$ cat config.mk
export PLATFORM = sky130hd
export DESIGN_NAME = two24_dsp_sched
export DESIGN_NICKNAME = d
export VERILOG_FILES = /design/src/rtl/two24_pkg.sv /design/src/rtl/rr_arbiter.sv /design/src/rtl/two24_dsp_sched.sv
export SDC_FILE = /design/constraint.sdc
export NUM_CORES = 1
export LEC_CHECK = 0
export CAP_MARGIN = 20
export CORE_AREA = 4 4 233 235
export CTS_BUF_LIST = sky130_fd_sc_hd__clkbuf_4
export DETAILED_ROUTE_END_ITERATION = 8
export DIE_AREA = 0 0 237 239
export GPL_TIMING_DRIVEN = 0
export PLACE_DENSITY = 0.49
export SLEW_MARGIN = 20
export SYNTH_ARGS = -nofsm -noshare
export SYNTH_HDL_FRONTEND = slang
export SYNTH_SLANG_ARGS = --single-unit
$ cat constraint.sdc
create_clock -name clk_i -period 4.5 [get_ports clk_i]
set_clock_uncertainty 0.1 [all_clocks]
set_input_delay 0.45 -clock clk_i [delete_from_list [all_inputs] [get_ports clk_i]]
set_output_delay 0.45 -clock clk_i [all_outputs]
set_load 0.01 [all_outputs]
$ cat src/rtl/two24_pkg.sv
// Shared types and constants for blocks that time-share a dual-24-bit SIMD DSP adder.
package two24_pkg;

  localparam int unsigned TWO24_DSP_W  = 48;
  localparam int unsigned TWO24_LANE_W = 24;

  // Owner index field is sized for the largest supported requester count (16).
  localparam int unsigned TAG_IDX_W = 4;

  // Lane carry order on CARRY buses: {hi, lo}.
  localparam int unsigned CARRY_LO_BIT = 0;
  localparam int unsigned CARRY_HI_BIT = 1;

  typedef struct packed {
    logic                 valid;
    logic [TAG_IDX_W-1:0] idx;
  } tag_t;

endpackage

$ cat src/rtl/rr_arbiter.sv
// Round-robin arbiter: combinational grant to the first request at or after the
// pointer (with wrap), pointer moves just past the winner when advance_i is high.
module rr_arbiter #(
  parameter  int unsigned NREQ  = 4,
  localparam int unsigned IDX_W = $clog2(NREQ)
) (
  input  logic             clk_i,
  input  logic             rst_n_i,
  input  logic             en_i,
  input  logic [NREQ-1:0]  req_i,
  input  logic             advance_i,
  output logic [NREQ-1:0]  grant_o,
  output logic [IDX_W-1:0] grant_idx_o
);

  logic [IDX_W-1:0] ptr_q;
  logic [IDX_W-1:0] cand_idx;
  logic             found;
  int unsigned      cand;

  // Search upward from the pointer, wrapping, and grant the first requester found.
  always_comb begin
    grant_o     = '0;
    grant_idx_o = '0;
    found       = 1'b0;
    cand        = 0;
    cand_idx    = '0;
    for (int unsigned k = 0; k < NREQ; k++) begin
      cand = 32'(ptr_q) + k;
      if (cand >= NREQ) cand = cand - NREQ;
      cand_idx = IDX_W'(cand);
      if (!found && en_i && req_i[cand_idx]) begin
        found             = 1'b1;
        grant_o[cand_idx] = 1'b1;
        grant_idx_o       = cand_idx;
      end
    end
  end

  // Pointer moves to (winner + 1) mod NREQ on an accepted grant.
  always_ff @(posedge clk_i or negedge rst_n_i) begin
    if (!rst_n_i) begin
      ptr_q <= '0;
    end else if (advance_i) begin
      ptr_q <= (grant_idx_o == IDX_W'(NREQ - 1)) ? '0 : grant_idx_o + 1'b1;
    end
  end

endmodule

$ cat src/rtl/two24_dsp_sched.sv
// Round-robin scheduler sharing one two24_dsp adder slice among NREQ requesters.
// Owner tags ride a shift register alongside the DSP pipeline so each result
// returns to its requester, strictly in grant order.
module two24_dsp_sched
  import two24_pkg::*;
#(
  parameter int unsigned NREQ    = 4,
  parameter int unsigned DSP_LAT = 2
) (
  input  logic                        clk_i,
  input  logic                        rst_n_i,
  input  logic                        enable_i,
  input  logic [NREQ-1:0]             req_valid_i,
  output logic [NREQ-1:0]             req_ready_o,
  input  logic [NREQ*TWO24_DSP_W-1:0] req_ab_i,
  input  logic [NREQ*TWO24_DSP_W-1:0] req_c_i,
  output logic [TWO24_DSP_W-1:0]      dsp_ab_o,
  output logic [TWO24_DSP_W-1:0]      dsp_c_o,
  output logic                        dsp_ce_o,
  input  logic [TWO24_DSP_W-1:0]      dsp_p_i,
  input  logic [1:0]                  dsp_carry_i,
  output logic [NREQ-1:0]             res_valid_o,
  output logic [TWO24_DSP_W-1:0]      res_p_o,
  output logic [1:0]                  res_carry_o,
  output logic                        busy_o
);

  localparam int unsigned IDX_W = $clog2(NREQ);
  localparam int unsigned CNT_W = $clog2(DSP_LAT + 3);

  logic [NREQ-1:0]        grant;
  logic [IDX_W-1:0]       grant_idx;
  logic                   hs;
  logic [TWO24_DSP_W-1:0] ab_sel, c_sel;

  logic [TWO24_DSP_W-1:0] ab_q, c_q;
  logic                   ce_q;
  tag_t                   issue_tag_q;
  tag_t [DSP_LAT:0]       tag_q;
  tag_t                   fin_tag;

  logic [NREQ-1:0]        strobe_d, res_valid_q;
  logic [TWO24_DSP_W-1:0] res_p_q;
  logic [1:0]             res_carry_q;
  logic [CNT_W-1:0]       cnt_q, cnt_d;

  rr_arbiter #(
    .NREQ(NREQ)
  ) u_arb (
    .clk_i      (clk_i),
    .rst_n_i    (rst_n_i),
    .en_i       (enable_i),
    .req_i      (req_valid_i),
    .advance_i  (hs),
    .grant_o    (grant),
    .grant_idx_o(grant_idx)
  );

  // Grant already implies valid, so any grant bit is a handshake.
  assign hs          = |grant;
  assign req_ready_o = grant;
  assign fin_tag     = tag_q[DSP_LAT];

  // One-hot operand select for the granted requester.
  always_comb begin
    ab_sel = '0;
    c_sel  = '0;
    for (int unsigned i = 0; i < NREQ; i++) begin
      if (grant[i]) begin
        ab_sel = ab_sel | req_ab_i[i*TWO24_DSP_W +: TWO24_DSP_W];
        c_sel  = c_sel  | req_c_i[i*TWO24_DSP_W +: TWO24_DSP_W];
      end
    end
  end

  // Decode the retiring tag into the owner strobe.
  always_comb begin
    strobe_d = '0;
    for (int unsigned i = 0; i < NREQ; i++) begin
      strobe_d[i] = fin_tag.valid && (fin_tag.idx == TAG_IDX_W'(i));
    end
  end

  // In-flight count: +1 per handshake, -1 per retiring tag.
  always_comb begin
    cnt_d = cnt_q;
    if (hs && !fin_tag.valid) begin
      cnt_d = cnt_q + 1'b1;
    end else if (!hs && fin_tag.valid) begin
      cnt_d = cnt_q - 1'b1;
    end
  end

  // Issue registers, tag pipeline, result capture and in-flight count.
  // CE is held high out of reset (a low CE would freeze the DSP's P register),
  // so the tags shift on every edge in lockstep with the slice.
  always_ff @(posedge clk_i or negedge rst_n_i) begin
    if (!rst_n_i) begin
      ce_q        <= 1'b0;
      ab_q        <= '0;
      c_q         <= '0;
      issue_tag_q <= '0;
      tag_q       <= '0;
      res_valid_q <= '0;
      res_p_q     <= '0;
      res_carry_q <= '0;
      cnt_q       <= '0;
    end else begin
      ce_q              <= 1'b1;
      issue_tag_q.valid <= hs;
      issue_tag_q.idx   <= TAG_IDX_W'(grant_idx);
      if (hs) begin
        ab_q <= ab_sel;
        c_q  <= c_sel;
      end
      tag_q       <= {tag_q[DSP_LAT-1:0], issue_tag_q};
      res_valid_q <= strobe_d;
      if (fin_tag.valid) begin
        res_p_q     <= dsp_p_i;
        res_carry_q <= {dsp_carry_i[CARRY_HI_BIT], dsp_carry_i[CARRY_LO_BIT]};
      end
      cnt_q <= cnt_d;
    end
  end

  assign dsp_ab_o    = ab_q;
  assign dsp_c_o     = c_q;
  assign dsp_ce_o    = ce_q;
  assign res_valid_o = res_valid_q;
  assign res_p_o     = res_p_q;
  assign res_carry_o = res_carry_q;
  assign busy_o      = (cnt_q != '0);

endmodule

==> run summary <==
The category of the most critical setup path is flop to flop. Among all cell types in the netlist, the one instantiated most often is sky130_fd_sc_hd__a21boi_0. The logs give 42000 um for the post-DP HPWL and 0 for the count of synthesis-stage warnings from yosys. The run finished with clean final reports. For the finished layout, the period the worst path requires is 4.32 ns. Entering global routing, the biggest net connects 63 pins.

In this run, synthesis produced a sequential element count of 168. The global placement routability congestion was 0.903; the number of flops mapped to enable cells by yosys was 0. The critical path's largest stage delay works out to 0.78 ns.

Portion of the post-synthesis area used by sequential elements: 0.420. The slowest cell on the critical path is sky130_fd_sc_hd__a2111oi_0. The largest total area in the synthesized netlist belongs to sky130_fd_sc_hd__dfrtp_1. Average detailed-routed wire length per instance: 23.1 um. The sequential fraction of design power was 0.251.

In this run the tool buffered the top-level ports with 596 buffer cells. After floorplanning, the core was sized to cover 52200 um^2. TritonCTS built the clock tree. Excluding fillers, the count of instances in the completed layout stands at 2283. CTS placed an instance of sky130_fd_sc_hd__clkbuf_4 at the clock tree root.

The number of cells on the worst reg-to-reg path is 13. For the headroom to the max-slew limit, the log shows 0.395. By area the synthesized netlist is led by sky130_fd_sc_hd__dfrtp_1 42%, sky130_fd_sc_hd__a21boi_0 22%, sky130_fd_sc_hd__mux2i_1 9.7%. The H-tree generated during clock tree synthesis spans 4 levels. The internal portion of the total power is 5.72 mW. The global-route met1 utilization was 0.215. In this run the worst path has a maximum fanout of 10. Ranked by instance count, the synthesized netlist is headed by 288 x sky130_fd_sc_hd__a21boi_0, 168 x sky130_fd_sc_hd__dfrtp_1, 103 x sky130_fd_sc_hd__inv_1, 97 x sky130_fd_sc_hd__mux2i_1, 96 x sky130_fd_sc_hd__a2111oi_0. For this block, the initial DRC count from the detailed router was 314. The worst hold path belongs to the class input pin to async pin. No sink is reached through more buffers than the 2 on the longest clock path. The highest attainable clock frequency was 231 MHz; the floorplan die height was 239 um. The final-report max-slew violation count was 0.

TritonCTS created 17 clock buffers. The area share of the largest cell type after synthesis was 0.420. The later pin in the worst-skew pair is clocked with a latency of 0.70 ns.

After detailed routing, the total wire length is 52800 um. For this run, the leading register cell type out of synthesis is sky130_fd_sc_hd__dfrtp_1. The tools report the capturing point of the worst reg2reg path as dsp_c_o[13]$_DFFE_PN0N_. The total track usage is 0.181. Total power for the finished layout comes to 9.96 mW.

For the data arrival time at the worst-slack endpoint, the log shows 4.78 ns. The type of origin of the critical path is a flop. For the synthesized instance count, the log shows 945. The remaining antenna violation count after routing is 0. The critical path goes through buf_6 > inv_2 > ha_4 > mux4_2 > nor3b_2 > a222oi_1 > buf_4 > buf_2 > buf_2 > clkbuf_1 > a21boi_0 > a2111oi_0 > mux2i_1. The die covers 56600 um^2.

The logs give 2 for the number of antenna violations at the first check in global routing and 4.96 ns for the required time at the endpoint of the critical path. For this run, design rule violations remaining after detail routing come to 0. The routing usage on met3 is 0.0506, and the leakage power is 6.94 nW. Critical path capture point type: a flop.

The first detailed-routing pass took 4 iterations. Counting stages on the worst path, the most repeated cell is sky130_fd_sc_hd__buf_2. Synthesis instantiated 33 different standard cells from the library.

For this design the top-level I/O count stands at 597. The count of vias placed by the detailed router was 10200; the clock input transition at the sequential cells of the worst setup and hold paths was 0.16 ns. The final critical-path share of the clock period is 0.961. VDD sags by at most 0.272 mV. The run gives 0.319 as the met2 track demand over resource. The worst register-to-register path has a setup slack of 0.18 ns.

The starting density of the core is 0.192. Max-cap violations in this run came to 0. The total setup violations reported at the end of the flow is 0. Synthesis produced a netlist with a net count of 1396. Counting every sink on the clock net gives 168. The switching share of total power came out at 0.426. In this run the cell area of the synthesized design comes to 10000 um^2. The number of global-route vias before repair was 11300; the sum of overflow across all layers after global routing was 0. The number of hold-slack violations in the final timing report was 0. After detailed placement, the design holds a cell count of 2239.

The share of cells above drive strength 1 is 0.0935. Averaged over all synthesized cells, the footprint is 10.6 um^2. For this design the total switching power over the nets is 4.24 mW. The run gives 84 as the total number of placement rows. The first global-routing pass estimated 75700 um of wire.

The die outline width came out at 237 um. For the part of the power in the clock network, the log shows 0.099. The async set-or-reset flop fraction in the synthesized netlist was 1.00. The most used routing layer is met2. Using the TritonRoute via totals, the vias-per-cell ratio works out to 4.46. The layout net count was 2033; the relative area change from synthesis to final layout was 74.6%. The power share of the combinational group is 0.650. At the pin with the least slew margin, the transition time is 0.907 ns. The areal power density over the cells works out to 570 nW/um^2.
==> per-layer routing <==
| layer | part of all wire | vias up |
|---|---|---|
| met4 | 0.023 | 2 |
| met2 | 0.50 | 428 |
| li1 | - | 4756 |
| met5 | 0.00013 | - |
| met1 | 0.41 | 4943 |
| met3 | 0.062 | 56 |
==> power by group through the flow <==
stage	Sequential, mW	Combinational [mW]	Clock (mW)
after floorplan	2.77	3.18	0
after global placement	2.54	6.36	0
after detailed placement	2.55	6.43	0
after CTS	2.51	6.56	1.06
after global routing	2.59	7.02	1.11
final	2.50	6.48	0.984
==> layout make-up <==
| type | instances | area (um^2) |
|---|---|---|
| Antenna cell | 1 | 2.50 |
| Clock buffer | 17 | 128 |
| Fill cell | 5424 | 34700 |
| Buffer | 87 | 413 |
| Sequential cell | 168 | 4210 |
| Timing Repair Buffer | 619 | 6180 |
| Tap cell | 688 | 861 |
| Clock inverter | 14 | 165 |
| Inverter | 103 | 387 |
| Multi-Input combinational cell | 586 | 5150 |
==> worst max-delay path, delay by kind of cell, from the launching register on <==
family / cells / cell delay (ns)
compound gates: 3 / 1.24
buf+inv: 6 / 1.19
fa+ha+maj: 1 / 0.30
simple gates: 1 / 0.22
mux: 2 / 0.73
flops: 1 / 0.40
==> through the flow <==
| stage | hold WS [ns] | TNS (ns) | utilization | setup WS (ns) | instance area [um^2] |
|---|---|---|---|---|---|
| after floorplan | 0.0544 | 0 | - | 0.00940 | 10000 |
| after detailed placement | 0.236 | -43.10 | 0.325 | -0.938 | 17000 |
| after CTS | 0.0393 | 0 | 0.334 | 0.0130 | 17400 |
| after global placement | 0.234 | -951.53 | 0.323 | -4.90 | 16900 |
| after global routing | 0.100 | -0.0196 | 0.335 | -0.00708 | 17500 |
| final | 0.159 | 0 | 0.335 | 0.176 | 17500 |
==> state kept, by name (all words and copies together), names as in the netlist, named ones only <==
| name | cells |
|---|---|
| fin_tag | 3 |
| res_p_o | 48 |
| dsp_ce_o | 1 |
| issue_tag_q | 3 |
| dsp_c_o | 48 |
| res_valid_o | 4 |
| res_carry_o | 2 |
| tag_q | 6 |
| cnt_q | 3 |
| dsp_ab_o | 48 |
| u_arb.ptr_q | 1 |
==> placed cells by master, fill, tap and decap left out, types with 2 or more instances in the layout <==
cell / netlist / routed
sky130_fd_sc_hd__xnor2_1: 2 / 2
sky130_fd_sc_hd__clkbuf_4: 0 / 17
sky130_fd_sc_hd__dfrtp_1: 168 / 167
sky130_fd_sc_hd__buf_6: 4 / 5
sky130_fd_sc_hd__buf_16: 0 / 2
sky130_fd_sc_hd__xor2_1: 3 / 3
sky130_fd_sc_hd__inv_6: 0 / 2
sky130_fd_sc_hd__buf_1: 4 / 4
sky130_fd_sc_hd__mux2i_1: 97 / 97
sky130_fd_sc_hd__a2111oi_0: 96 / 87
sky130_fd_sc_hd__nand2_1: 6 / 5
sky130_fd_sc_hd__clkbuf_1: 72 / 58
sky130_fd_sc_hd__a21boi_0: 288 / 288
sky130_fd_sc_hd__clkinv_4: 0 / 3
sky130_fd_sc_hd__buf_4: 0 / 12
sky130_fd_sc_hd__ha_1: 9 / 8
sky130_fd_sc_hd__nor2_1: 3 / 3
sky130_fd_sc_hd__mux2_2: 52 / 52
sky130_fd_sc_hd__clkbuf_2: 0 / 11
sky130_fd_sc_hd__clkdlybuf4s50_1: 0 / 591
sky130_fd_sc_hd__buf_2: 8 / 15
sky130_fd_sc_hd__inv_1: 103 / 102
sky130_fd_sc_hd__bufinv_16: 0 / 2
sky130_fd_sc_hd__inv_8: 0 / 4
sky130_fd_sc_hd__a2111oi_1: 0 / 6
sky130_fd_sc_hd__a2bb2oi_1: 2 / 2
sky130_fd_sc_hd__a222oi_1: 4 / 4
sky130_fd_sc_hd__mux4_2: 4 / 4
sky130_fd_sc_hd__nand3_4: 0 / 3
sky130_fd_sc_hd__dlymetal6s2s_1: 0 / 4
sky130_fd_sc_hd__a2111oi_2: 0 / 3
==> how the worst max path moves through the flow <==
| stage | start | slack (ns) | end | cells after the start |
|---|---|---|---|---|
| floorplan | flop | 0.009 | cnt_q[1]$_DFFE_PN0P_ | 14 |
| global placement | rst_n_i | -4.90 | dsp_ab_o[25]$_DFFE_PN0N_ | 1 |
| detailed placement | u_arb.ptr_q[1]$_DFFE_PN0N_ | -0.94 | dsp_ab_o[0]$_DFFE_PN0N_ | 11 |
| CTS | flop | 0.01 | req_ready_o[0] | 10 |
| global route | flop | -0.007 | cnt_q[1]$_DFFE_PN0P_ | 14 |
| finish | flop | 0.18 | dsp_c_o[13]$_DFFE_PN0N_ | 13 |
==> what timing repair did <==
item | 4_1_cts | 5_1_grt
pin swaps | 6 | 3
gates resized for setup | 27 | 27
hold buffers | 1 | 0
endpoints found under the hold margin | 110 | 0
endpoints found under the setup margin | 98 | 31
setup buffers | 10 | 2
==> kinds of logic after synthesis <==
kind of cell / after synthesis / synth area share
other cells: 1 / 0.000374
compound gates: 393 / 0.308
flops: 168 / 0.420
fa+ha+maj: 10 / 0.0132
simple gates: 24 / 0.0144
xor+xnor: 5 / 0.00437
mux: 153 / 0.164
buf+inv: 191 / 0.0756
(Power assumes the default switching activity.)
